## config.mk

```make
export PLATFORM = sky130hd
export DESIGN_NAME = memory_bus_if
export DESIGN_NICKNAME = d
export VERILOG_FILES = /design/src/rtl/memory_bus_if.sv
export SDC_FILE = /design/constraint.sdc
export NUM_CORES = 1
export LEC_CHECK = 0
export ABC_AREA = 1
export CORE_MARGIN = 2
export CORE_UTILIZATION = 41
export CTS_CLUSTER_SIZE = 25
export DETAILED_ROUTE_END_ITERATION = 8
export PLACE_DENSITY = 0.75
export RECOVER_POWER = 50
export SLEW_MARGIN = 20
export SYNTH_ARGS = -nofsm -noshare
export SYNTH_HDL_FRONTEND = slang
export SYNTH_SLANG_ARGS = --single-unit
```

## constraint.sdc

```tcl
create_clock -name BUS_CLK -period 1.19 [get_ports BUS_CLK]
set_input_delay 0.119 -clock BUS_CLK [delete_from_list [all_inputs] [get_ports BUS_CLK]]
set_output_delay 0.119 -clock BUS_CLK [all_outputs]
set_load 0.005 [all_outputs]
```

## src/rtl/memory_bus_if.sv

```systemverilog
// CPU parallel-bus write front-end: registers the bus, turns each CPU write into one
// strobe, routes it to a BRAM region and holds the write-side segment/page registers.
module memory_bus_if #(
    parameter logic [13:0] ADDR_MOD_MEM_WR_SEGMENT = 14'h0020,
    parameter logic [13:0] ADDR_STM_MEM_WR_SEGMENT = 14'h0050,
    parameter logic [13:0] ADDR_STM_MEM_WR_PAGE    = 14'h0051
) (
    input  logic        BUS_CLK,
    input  logic        RST,
    input  logic        EN,
    input  logic        WE,
    input  logic [1:0]  BRAM_SELECT,
    input  logic [13:0] BRAM_ADDR,
    input  logic [15:0] DATA_IN,
    output logic        CNT_WE,
    output logic [13:0] CNT_ADDR,
    output logic [15:0] CNT_DIN,
    output logic        MOD_WE,
    output logic [14:0] MOD_ADDR,
    output logic [15:0] MOD_DIN,
    output logic        PWE_WE,
    output logic [7:0]  PWE_ADDR,
    output logic [15:0] PWE_DIN,
    output logic        STM_WE,
    output logic [18:0] STM_ADDR,
    output logic [15:0] STM_DIN,
    output logic        MOD_WR_SEGMENT,
    output logic        STM_WR_SEGMENT,
    output logic [3:0]  STM_WR_PAGE
);

    logic        req_p0;
    logic [1:0]  sel_p0;
    logic [13:0] addr_p0;
    logic [15:0] din_p0;
    logic        hist_p1;
    logic        wr_start;

    // Stage 1: bus sampling; only the request level is reset so history starts clean
    always_ff @(posedge BUS_CLK) begin
        if (RST) begin
            req_p0 <= 1'b0;
        end else begin
            req_p0 <= EN & WE;
        end
        sel_p0  <= BRAM_SELECT;
        addr_p0 <= BRAM_ADDR;
        din_p0  <= DATA_IN;
    end

    assign wr_start = req_p0 & ~hist_p1;

    // Stage 2: edge detect, routing and segment/page registers
    always_ff @(posedge BUS_CLK) begin
        if (RST) begin
            hist_p1        <= 1'b0;
            CNT_WE         <= 1'b0;
            CNT_ADDR       <= '0;
            CNT_DIN        <= '0;
            MOD_WE         <= 1'b0;
            MOD_ADDR       <= '0;
            MOD_DIN        <= '0;
            PWE_WE         <= 1'b0;
            PWE_ADDR       <= '0;
            PWE_DIN        <= '0;
            STM_WE         <= 1'b0;
            STM_ADDR       <= '0;
            STM_DIN        <= '0;
            MOD_WR_SEGMENT <= 1'b0;
            STM_WR_SEGMENT <= 1'b0;
            STM_WR_PAGE    <= '0;
        end else begin
            hist_p1 <= req_p0;
            CNT_WE  <= wr_start && (sel_p0 == 2'd0);
            MOD_WE  <= wr_start && (sel_p0 == 2'd1);
            PWE_WE  <= wr_start && (sel_p0 == 2'd2);
            STM_WE  <= wr_start && (sel_p0 == 2'd3);
            if (wr_start) begin
                case (sel_p0)
                    2'd0: begin
                        CNT_ADDR <= addr_p0;
                        CNT_DIN  <= din_p0;
                        if (addr_p0 == ADDR_MOD_MEM_WR_SEGMENT) MOD_WR_SEGMENT <= din_p0[0];
                        if (addr_p0 == ADDR_STM_MEM_WR_SEGMENT) STM_WR_SEGMENT <= din_p0[0];
                        if (addr_p0 == ADDR_STM_MEM_WR_PAGE)    STM_WR_PAGE    <= din_p0[3:0];
                    end
                    // Segment/page read here are the values held before this edge
                    2'd1: begin
                        MOD_ADDR <= {MOD_WR_SEGMENT, addr_p0};
                        MOD_DIN  <= din_p0;
                    end
                    2'd2: begin
                        PWE_ADDR <= addr_p0[7:0];
                        PWE_DIN  <= din_p0;
                    end
                    default: begin
                        STM_ADDR <= {STM_WR_SEGMENT, STM_WR_PAGE, addr_p0};
                        STM_DIN  <= din_p0;
                    end
                endcase
            end
        end
    end

endmodule

```

==> impl_results.md <==
- Outcome: finished with violations
- Violations in the final reports: setup timing
- VDD IR-drop max: 0.0008755 V
- Number of failing hold endpoints at the final stage: 0
- CP Buf/Inv Count: 3
- Initial detailed-routing violation count: 379
- Clock input transition at the sequential cells of the worst setup and hold paths: 0.06 ns
- Drt total wl: between 15000 and 20000 um
- DRC violations left: 0
- Pin count of the biggest net entering global routing: 44
- Clock buffers created by TritonCTS: 17
- Share of the clock period used by the worst path: 110.3%
- Required arrival time at the worst endpoint: ~1.5 ns
- Layout area overhead: 57.37%
- Setup crit start kind: register
- GR met2 Demand/Resource: 37.88%
- Peak per-stage delay on the critical path: approximately 0.34 ns
- Met3 Usage GRT: 6.591%
- Count of different cell masters after synthesis: 17
- Vias per cell: 4.899
- Final max-slew violation count: 0
- Worst slew pin tran: 0.3095 ns
- IO Port Bufs: roughly 170
- Routed Antenna Nets: 0
- Total GRT Usage: 22.37%
- Setup repair after global routing missed its margin: yes
- Remaining global-route overflow: 0
- Root buffer selected by CTS: sky130_fd_sc_hd__clkbuf_16
- Synthesized instance count: ~620
- Ys flop type: sky130_fd_sc_hd__dfxtp_1
- Global routing's busiest layer: met2
- CTS Buffer Depth: 2
- Routed WL per cell: about 16 um
- Maximum capacitance violations: 0
- Number of vias after detailed routing: 4884
- Final #Nets: 847
- Most instantiated cells after synthesis: sky130_fd_sc_hd__nor2_1 (233), sky130_fd_sc_hd__dfxtp_1 (164), sky130_fd_sc_hd__o21ai_0 (89), sky130_fd_sc_hd__o21ai_1 (31), sky130_fd_sc_hd__nand2_1 (20)
- Setup ws final: -0.1224 ns
- Leading cell types by total area after synthesis: sky130_fd_sc_hd__dfxtp_1 (63%), sky130_fd_sc_hd__nor2_1 (17%), sky130_fd_sc_hd__o21ai_0 (8.5%), sky130_fd_sc_hd__o21ai_1 (3.0%), sky130_fd_sc_hd__a21oi_1 (1.7%)
- Family of cells with the greatest summed delay on the critical path: buffers and inverters
- Number of global-route vias before repair: 4626
- Initial antenna violation count: 2
- 1st-pass router iterations: 5
- Met1 routing resource usage after global routing: 26.20%
- Worst setup path class: reg -> reg
- Slew HR: 79.34%
- Min-Delay Path Class: in -> reg
- Ratio of total power to cell area: 1476 mW/mm2
- H-tree depth: 4
- Global placement routability congestion: 0.8003
- Die Area: roughly 0.014 mm2
- Width of the die: 117.0 um
- Yosys warning total: 0
- Leakage power: roughly 3.9 nW
- Largest fanout on the critical path: 6
- Number of setup violations in the final report: 100
- Hold-fix buffer count after cts: 0
- First-pass GRT wire length: 23270 um
- Number of synthesized register bits: 164
- Layout cell share with drive strength beyond 1: 19.32%
- Post-synthesis cell type with the largest combined area: sky130_fd_sc_hd__dfxtp_1
- Most frequent cell after synthesis: sky130_fd_sc_hd__nor2_1
- Die Ht: 117.0 um
- Arrival time at the worst endpoint: roughly 1.6 ns
- Combined area of all synthesized cells: 0.005239 mm2
- Post-synthesis sequential area ratio: between 60 and 70%
- HPWL after DPL: 10130 um
- Critical Path, Cell by Cell: buf_6 > nor3_4 > buf_12 > buf_8 > o21ai_2 > nor2_1
- Std cell rows: 41
- Final Critical Period: 1.312 ns
- Critical path's slowest cell: sky130_fd_sc_hd__dfxtp_2
- EDFF count, synth: 0
- Core area: 0.01257 mm2
- Highest achievable clock rate: 762.0 MHz
- Ports placed on the boundary: 166
- Hold_ws: 0.2527 ns
- Clk sinks: around 160
- TritonCTS clock tree: done
- Area share of the leading cell type in the synthesized netlist: 62.67%
- Mapped Avg Cell Area: 8.491 um2
- Kind of capture point of the worst setup path: register
- Worst clock skew on the final layout: 0.008444 ns
- Net count after synthesis: 653
- Aggregate negative setup slack: -3.001 ns
- Clock latency on the worst-skew pair: a little over 0.4 ns
- Proportion of register bits with asynchronous set or reset after synthesis: 0%
- Initial Util: approximately two fifths
routing by layer:
metal | wire (um) | vias up
li1 | - | 2367
met3 | 975 | 27
met5 | 0 | -
met4 | 375 | 0
met1 | 6658 | 2299
met2 | 7915 | 191
area by class of cell:
| class | instances | area [um2] |
|---|---|---|
| Antenna cell | 2 | 5.005 |
| Timing Repair Buffer | 209 | 2078 |
| Inverter | 18 | 92.59 |
| Clock inverter | 9 | 152.6 |
| Timing Repair inverter | 2 | 28.78 |
| Clock buffer | 22 | 464.2 |
| Multi-Input combinational cell | 399 | 1889 |
| Sequential cell | 164 | 3318 |
| Tap cell | 172 | 215.2 |
| Fill cell | 1053 | 4324 |
where the power goes:
part | switching (mW) | total (mW) | internal (mW) | leakage (nW)
Combinational | 0.342 | 0.694 | 0.352 | 2.22
Clock | 2.10 | 5.71 | 3.61 | 0.292
Sequential | 0.116 | 5.76 | 5.64 | 1.35
final timing paths:
path                                     from                        end  slack, ns  cells after the start
setup / recovery            sel_p0[0]$_DFF_P_    PWE_DIN[8]$_SDFFE_PP0P_      -0.12                      6
hold / removal                  BRAM_ADDR[10]        addr_p0[10]$_DFF_P_       0.25                      1
setup reg to reg            sel_p0[0]$_DFF_P_    PWE_DIN[8]$_SDFFE_PP0P_      -0.12                      6
hold reg to reg   STM_WR_PAGE[1]$_SDFFE_PP0P_  STM_ADDR[15]$_SDFFE_PP0P_       0.47                      2
kinds of logic after synthesis:
group / Yosys count / share of synthesized area, %
buffers and inverters: 54 / 4.920
and+or+nand+nor: 261 / 19.23
AOI/OAI and AO/OA: 138 / 13.18
DFF: 164 / 62.67
per-stage QoR:
step / instance area [um2] / setup slack [ns] / instances / total power, mW / utilization, %
after global placement: 7231 / -0.07607 / 948 / 6.530 / 57.53
after CTS: 7854 / -0.04501 / 982 / 12.15 / 62.49
after detailed placement: 7231 / -0.1388 / 948 / 6.550 / 57.53
after global routing: 8244 / -0.1811 / 997 / 12.56 / 65.59
after floorplan: 5239 / 0.02379 / 617 / 6.105 / -
final: 8244 / -0.1224 / 997 / 12.17 / 65.59
cells in the final DEF (no fill, tap or decap), types with 2 or more instances in the layout:
| master | Yosys | layout |
|---|---|---|
| sky130_fd_sc_hd__clkinv_2 | 0 | 2 |
| sky130_fd_sc_hd__clkdlybuf4s50_1 | 0 | 2 |
| sky130_fd_sc_hd__nand3_1 | 6 | 4 |
| sky130_fd_sc_hd__clkbuf_1 | 15 | 4 |
| sky130_fd_sc_hd__nor2_4 | 1 | 6 |
| sky130_fd_sc_hd__nand2_4 | 0 | 2 |
| sky130_fd_sc_hd__buf_4 | 8 | 16 |
| sky130_fd_sc_hd__a21oi_1 | 18 | 15 |
| sky130_fd_sc_hd__bufinv_16 | 0 | 4 |
| sky130_fd_sc_hd__nand2_1 | 20 | 17 |
| sky130_fd_sc_hd__clkinvlp_4 | 0 | 3 |
| sky130_fd_sc_hd__diode_2 | 0 | 2 |
| sky130_fd_sc_hd__clkdlybuf4s15_1 | 0 | 2 |
| sky130_fd_sc_hd__inv_2 | 5 | 3 |
| sky130_fd_sc_hd__clkbuf_8 | 0 | 2 |
| sky130_fd_sc_hd__nor2_2 | 0 | 22 |
| sky130_fd_sc_hd__dlygate4sd2_1 | 0 | 128 |
| sky130_fd_sc_hd__buf_8 | 0 | 3 |
| sky130_fd_sc_hd__dfxtp_1 | 164 | 136 |
| sky130_fd_sc_hd__buf_12 | 0 | 10 |
| sky130_fd_sc_hd__buf_6 | 1 | 10 |
| sky130_fd_sc_hd__dlygate4sd3_1 | 0 | 33 |
| sky130_fd_sc_hd__dfxtp_2 | 0 | 28 |
| sky130_fd_sc_hd__o21ai_1 | 31 | 44 |
| sky130_fd_sc_hd__nor2_1 | 233 | 206 |
| sky130_fd_sc_hd__clkbuf_16 | 0 | 19 |
| sky130_fd_sc_hd__buf_16 | 0 | 2 |
| sky130_fd_sc_hd__a21oi_2 | 0 | 2 |
| sky130_fd_sc_hd__inv_4 | 1 | 2 |
| sky130_fd_sc_hd__nand3_2 | 0 | 2 |
| sky130_fd_sc_hd__inv_1 | 12 | 11 |
| sky130_fd_sc_hd__o21ai_2 | 0 | 14 |
| sky130_fd_sc_hd__o21ai_0 | 89 | 62 |
state kept, by name, summed over array words and instances (netlist names):
signal,count
STM_ADDR,19
CNT_DIN,16
MOD_DIN,16
PWE_DIN,16
STM_DIN,16
din_p0,16
MOD_ADDR,15
CNT_ADDR,14
addr_p0,14
PWE_ADDR,8
STM_WR_PAGE,4
sel_p0,2
CNT_WE,1
MOD_WE,1
MOD_WR_SEGMENT,1
PWE_WE,1
STM_WE,1
STM_WR_SEGMENT,1
hist_p1,1
req_p0,1
repair_timing:
| action | 4_1_cts | 5_1_grt |
|---|---|---|
| pin swaps | 3 | 16 |
| gates resized for setup | 182 | 101 |
| setup endpoints to repair | 212 | 125 |
| buffers inserted | 1 | 8 |
| gates cloned | 2 | 5 |
Power figures use the tool's default switching activity.
==> RTL change 1, RTL diff (same settings) <==
Add an input register stage for `BRAM_ADDR`; this delays it by one clock. The other inputs are not delayed to match.
--- a/src/rtl/memory_bus_if.sv
+++ b/src/rtl/memory_bus_if.sv
@@ -30,4 +30,10 @@
 );
 
+    logic [13:0] BRAM_ADDR_q;
+
+    always_ff @(posedge BUS_CLK) begin
+        BRAM_ADDR_q <= BRAM_ADDR;
+    end
+
     logic        req_p0;
     logic [1:0]  sel_p0;
@@ -45,5 +51,5 @@
         end
         sel_p0  <= BRAM_SELECT;
-        addr_p0 <= BRAM_ADDR;
+        addr_p0 <= BRAM_ADDR_q;
         din_p0  <= DATA_IN;
     end
Formal check against the unedited RTL: not equivalent (Yosys sat finds a counterexample within 4 cycles, from zero or initial values and one cycle with RST high).
==> RTL change 1 against the original RTL <==
The run still ends with negative setup slack left. Sequential cell count increased by 14. Power increased by 2.1%. Sequential share of layout area decreased by 1.2 points. Largest power group unchanged. Wire length increased by 19%. Non-clock buffer count increased by 33. Design area increased by 13%. Synthesized cell count increased by 2.3%. Area after synthesis increased by 5.3%. Cell count increased by 5.3%. Combinational power increased by 22%. Sequential power increased by 9.0%. Clock skew increased by 0.0025 ns. Setup slack got worse by 0.11 ns.
==> RTL change 1: results (changes against the original RTL) <==
Hold WS 0.239 ns (-0.0139 ns); Avg WL per Cell 18.0 um (+13%); top post-synthesis cells by area dfxtp_1, nor2_1, o21ai_0, o21ai_1, a21oi_1; area post-placement 7550 um2 (+4.4%); Final WS setup -0.229 ns (-0.106 ns); Met2 Routed Length 9360 um (+18%); met3 WL 1160 um (+19%); status complete, but fails checks; slowest stage delay, CP 0.36 ns (+0.02 ns); largest net degree at the start of global routing 66 (+50%); CP max FO 8 (+2); sequential fraction of the synthesis area 64.6% (+1.9 points); fin cells 1,050 (+5.3%); Leakage Power 4.29 nW (+11%); Avg Synthesized Cell Area 8.75 um2 (+3.0%); GPL Wtd Cong 0.851 (+6.3%); final setup fails 129 (+29%); ratio of cells with drive above 1 in the final layout 32.7% (+13 points); DP Worst Slack -0.134 ns (+0.00450 ns); first-pass GRT wire length 27,600 um (+19%); post_cts resized 379 (+110%); Final Skew 0.0109 ns (+0.00246 ns); Post-DP HPWL 10,600 um (+4.7%); failing checks negative setup slack; number of antenna violations at the first check in global routing 1 (-1); Max Used Layer met4; Crit path max-delay family simple AND/OR/NAND/NOR gates; Max VDD drop 716 uV (-18%); Detailed Route Iter0 Violations 398 (+5.0%); CP max-delay cell dfxtp_4; GR met1 Demand/Resource 29.5% (+3.3 points); DR vias/cell 5.07 (+3.6%); Tot GR Track Use 25.1% (+2.7 points); Total Nets Final 895 (+5.7%); grt met3 use 6.23% (-0.36 points); Synth top cells by count nor2_1, dfxtp_1, o21ai_0; dpl cells 974 (+2.7%); R2R Path End PWE_ADDR[4]; met2 Use GR 42.6% (+4.8 points); vias in the first global route 5,262 (+14%); FF-to-FF Start hist_p1; TNS Setup -15.60 ns (-12.60 ns); Post-CTS Setup Inserts 22 (+21); Clk Latency, worst-skew pair 0.43 ns (+0.02 ns); Syn Nets 667 (+2.1%); DRT met1 WL 7630 um (+15%); min-delay src DATA_IN[1]; Relative slew margins 73.2% (-6.2 points)
## RTL change 1: final cells by class
class                      count  area [um2]
antenna                        2        5.00
clock buffer                  19         453
multi-input combinational    399        2160
inverter                      18         110
timing repair inverter         3        33.8
sequential                   178        3630
fill                         958        3890
tap                          176         220
clock inverter                13         110
timing repair buffer         242        2580
## RTL change 1: cells by family after synthesis
group	count (synthesis)	synth area share (%)
AOI/OAI and AO/OA	138	12.5
and+or+nand+nor	261	18.2
DFF	178	64.6
buffers and inverters	54	4.67
## RTL change 1: report_power, final
part	switching (W)	total, W	internal (W)
registers	0.000147	0.00628	0.00614
logic	0.000415	0.000845	0.000430
clock network	0.00231	0.00529	0.00298
## RTL change 1: worst register-to-register path: cells and delay by family (launching register included)
family	cells	cell delay [ns]
AO/OA/AOI/OAI	1	0.09
buffers and inverters	3	0.41
flip-flops	1	0.36
AND/OR/NAND/NOR	3	0.48
==> RTL change 2, RTL diff (same flow settings) <==
Without the edit above. Make the reset (`RST`) asynchronous in one clocked block.
--- a/src/rtl/memory_bus_if.sv
+++ b/src/rtl/memory_bus_if.sv
@@ -52,5 +52,5 @@
 
     // Stage 2: edge detect, routing and segment/page registers
-    always_ff @(posedge BUS_CLK) begin
+    always_ff @(posedge BUS_CLK or posedge RST) begin
         if (RST) begin
             hist_p1        <= 1'b0;
Behaviour: differs if RST is asserted again (counterexample within 4 cycles, from zero or initial values and one cycle with RST high); with RST held inactive, the same outputs for 4 cycles.
==> RTL change 2 against the original RTL <==
The run still ends with negative setup slack left. Wire length shrank 4.6%. Area after synthesis up 7.1%. Via count shrank 6.4%. Core utilization down 0.81 points. Die area up 6.9%. Synthesized cell count is 15% lower. Sequential cell count is the same. Worst hold slack worse by 0.013 ns. Design area up 4.5%. Sequential share of layout area grew 5.5 points. Count of clock-buffer cells in the layout up 2. Setup slack better by 0.030 ns. Critical path depth down 1. Critical endpoint is now STM_DIN[15]. Largest cell class unchanged.
Power is not compared: it rests on default switching activity, and its combinational part moved more than twofold at a synthesized area within 25%.
==> RTL change 2: results (changes against the original RTL) <==
area post-placement 7580 um2 (+4.9%); slowest stage delay, CP 0.39 ns (+0.05 ns); n_diodes 0 (-2); Detailed Route Iter0 Violations 276 (-27%); top post-synthesis cells by area dfrtp_1, dfxtp_1, nand2_1, o21ai_0, o21ai_1; Syn Nets 558 (-15%); Hold WS 0.240 ns (-0.0130 ns); status complete, but fails checks; Final Skew 0.00972 ns (+0.00128 ns); final setup fails 59 (-41%); TNS Setup -1.94 ns (+1.06 ns); Relative slew margins 57.5% (-22 points); CP max-delay cell dfrtp_1; arrival time worst endpoint 1.58 ns (-0.06 ns); largest net degree at the start of global routing 51 (+16%); Final WS setup -0.0920 ns (+0.0304 ns); CP startpoint hist_p1; via count 4,571 (-6.4%); first-pass GRT wire length 23,100 um (-0.83%); reg2reg path depth 5 (-1); async set-reset flop share out of synthesis 79.9% (+80 points); number of antenna violations at the first check in global routing 0 (-2); Yosys cell types 19 (+2); failing checks negative setup slack; R2R Path End STM_DIN[15]; Synth top cells by count nand2_1, dfrtp_1, o21ai_0; Post-DP HPWL 9560 um (-5.7%); Crit path max-delay family simple AND/OR/NAND/NOR gates
## RTL change 2: final cells by class
class,instances,area (um2),area share [%]
Inverter,40,161,1.87
Multi-Input combinational cell,294,1450,16.8
Sequential cell,164,3940,45.7
Tap cell,176,220,2.56
Timing Repair Buffer,242,2280,26.4
Clock inverter,8,75.1,0.872
Clock buffer,24,492,5.71
## RTL change 2: worst reg2reg max path, delay by kind of cell (launching register included)
| family | cells | cell delay [ns] |
|---|---|---|
| flip-flops | 1 | 0.39 |
| AO/OA/AOI/OAI | 1 | 0.07 |
| buffers and inverters | 1 | 0.22 |
| AND/OR/NAND/NOR | 3 | 0.48 |
## RTL change 2: metrics by stage
stage          std cells  setup slack (ns)  utilization (%)
2_1_floorplan        522            -0.552                -
6_report             948           -0.0920             64.8
5_1_grt              948            -0.171             64.8
4_1_cts              932           -0.0855             63.4
3_5_place_dp         861           -0.0767             57.0
3_3_place_gp         861           -0.0224             57.0
## RTL change 2: routing by layer
layer	GRT usage (%)	wire length (um)	part of all wire, %
met2	33.3	7480	49
met4	7.63	215	1.4
met1	26.1	6460	43
met3	6.58	1040	6.8
met5	0	0	0
## RTL change 2: timing repair
item,4_1_cts,5_1_grt
endpoints found under the setup margin,185,160
buffers inserted,39,14
pin swaps,0,4
gates cloned,0,2
hold buffers,0,0
resized for setup,241,65
## RTL change 2: logic make-up after synthesis
logic type / count (synthesis) / share of synthesized area (%)
compound gates: 114 / 11.2
simple gates: 180 / 13.2
buf+inv: 64 / 5.49
flops: 164 / 70.2
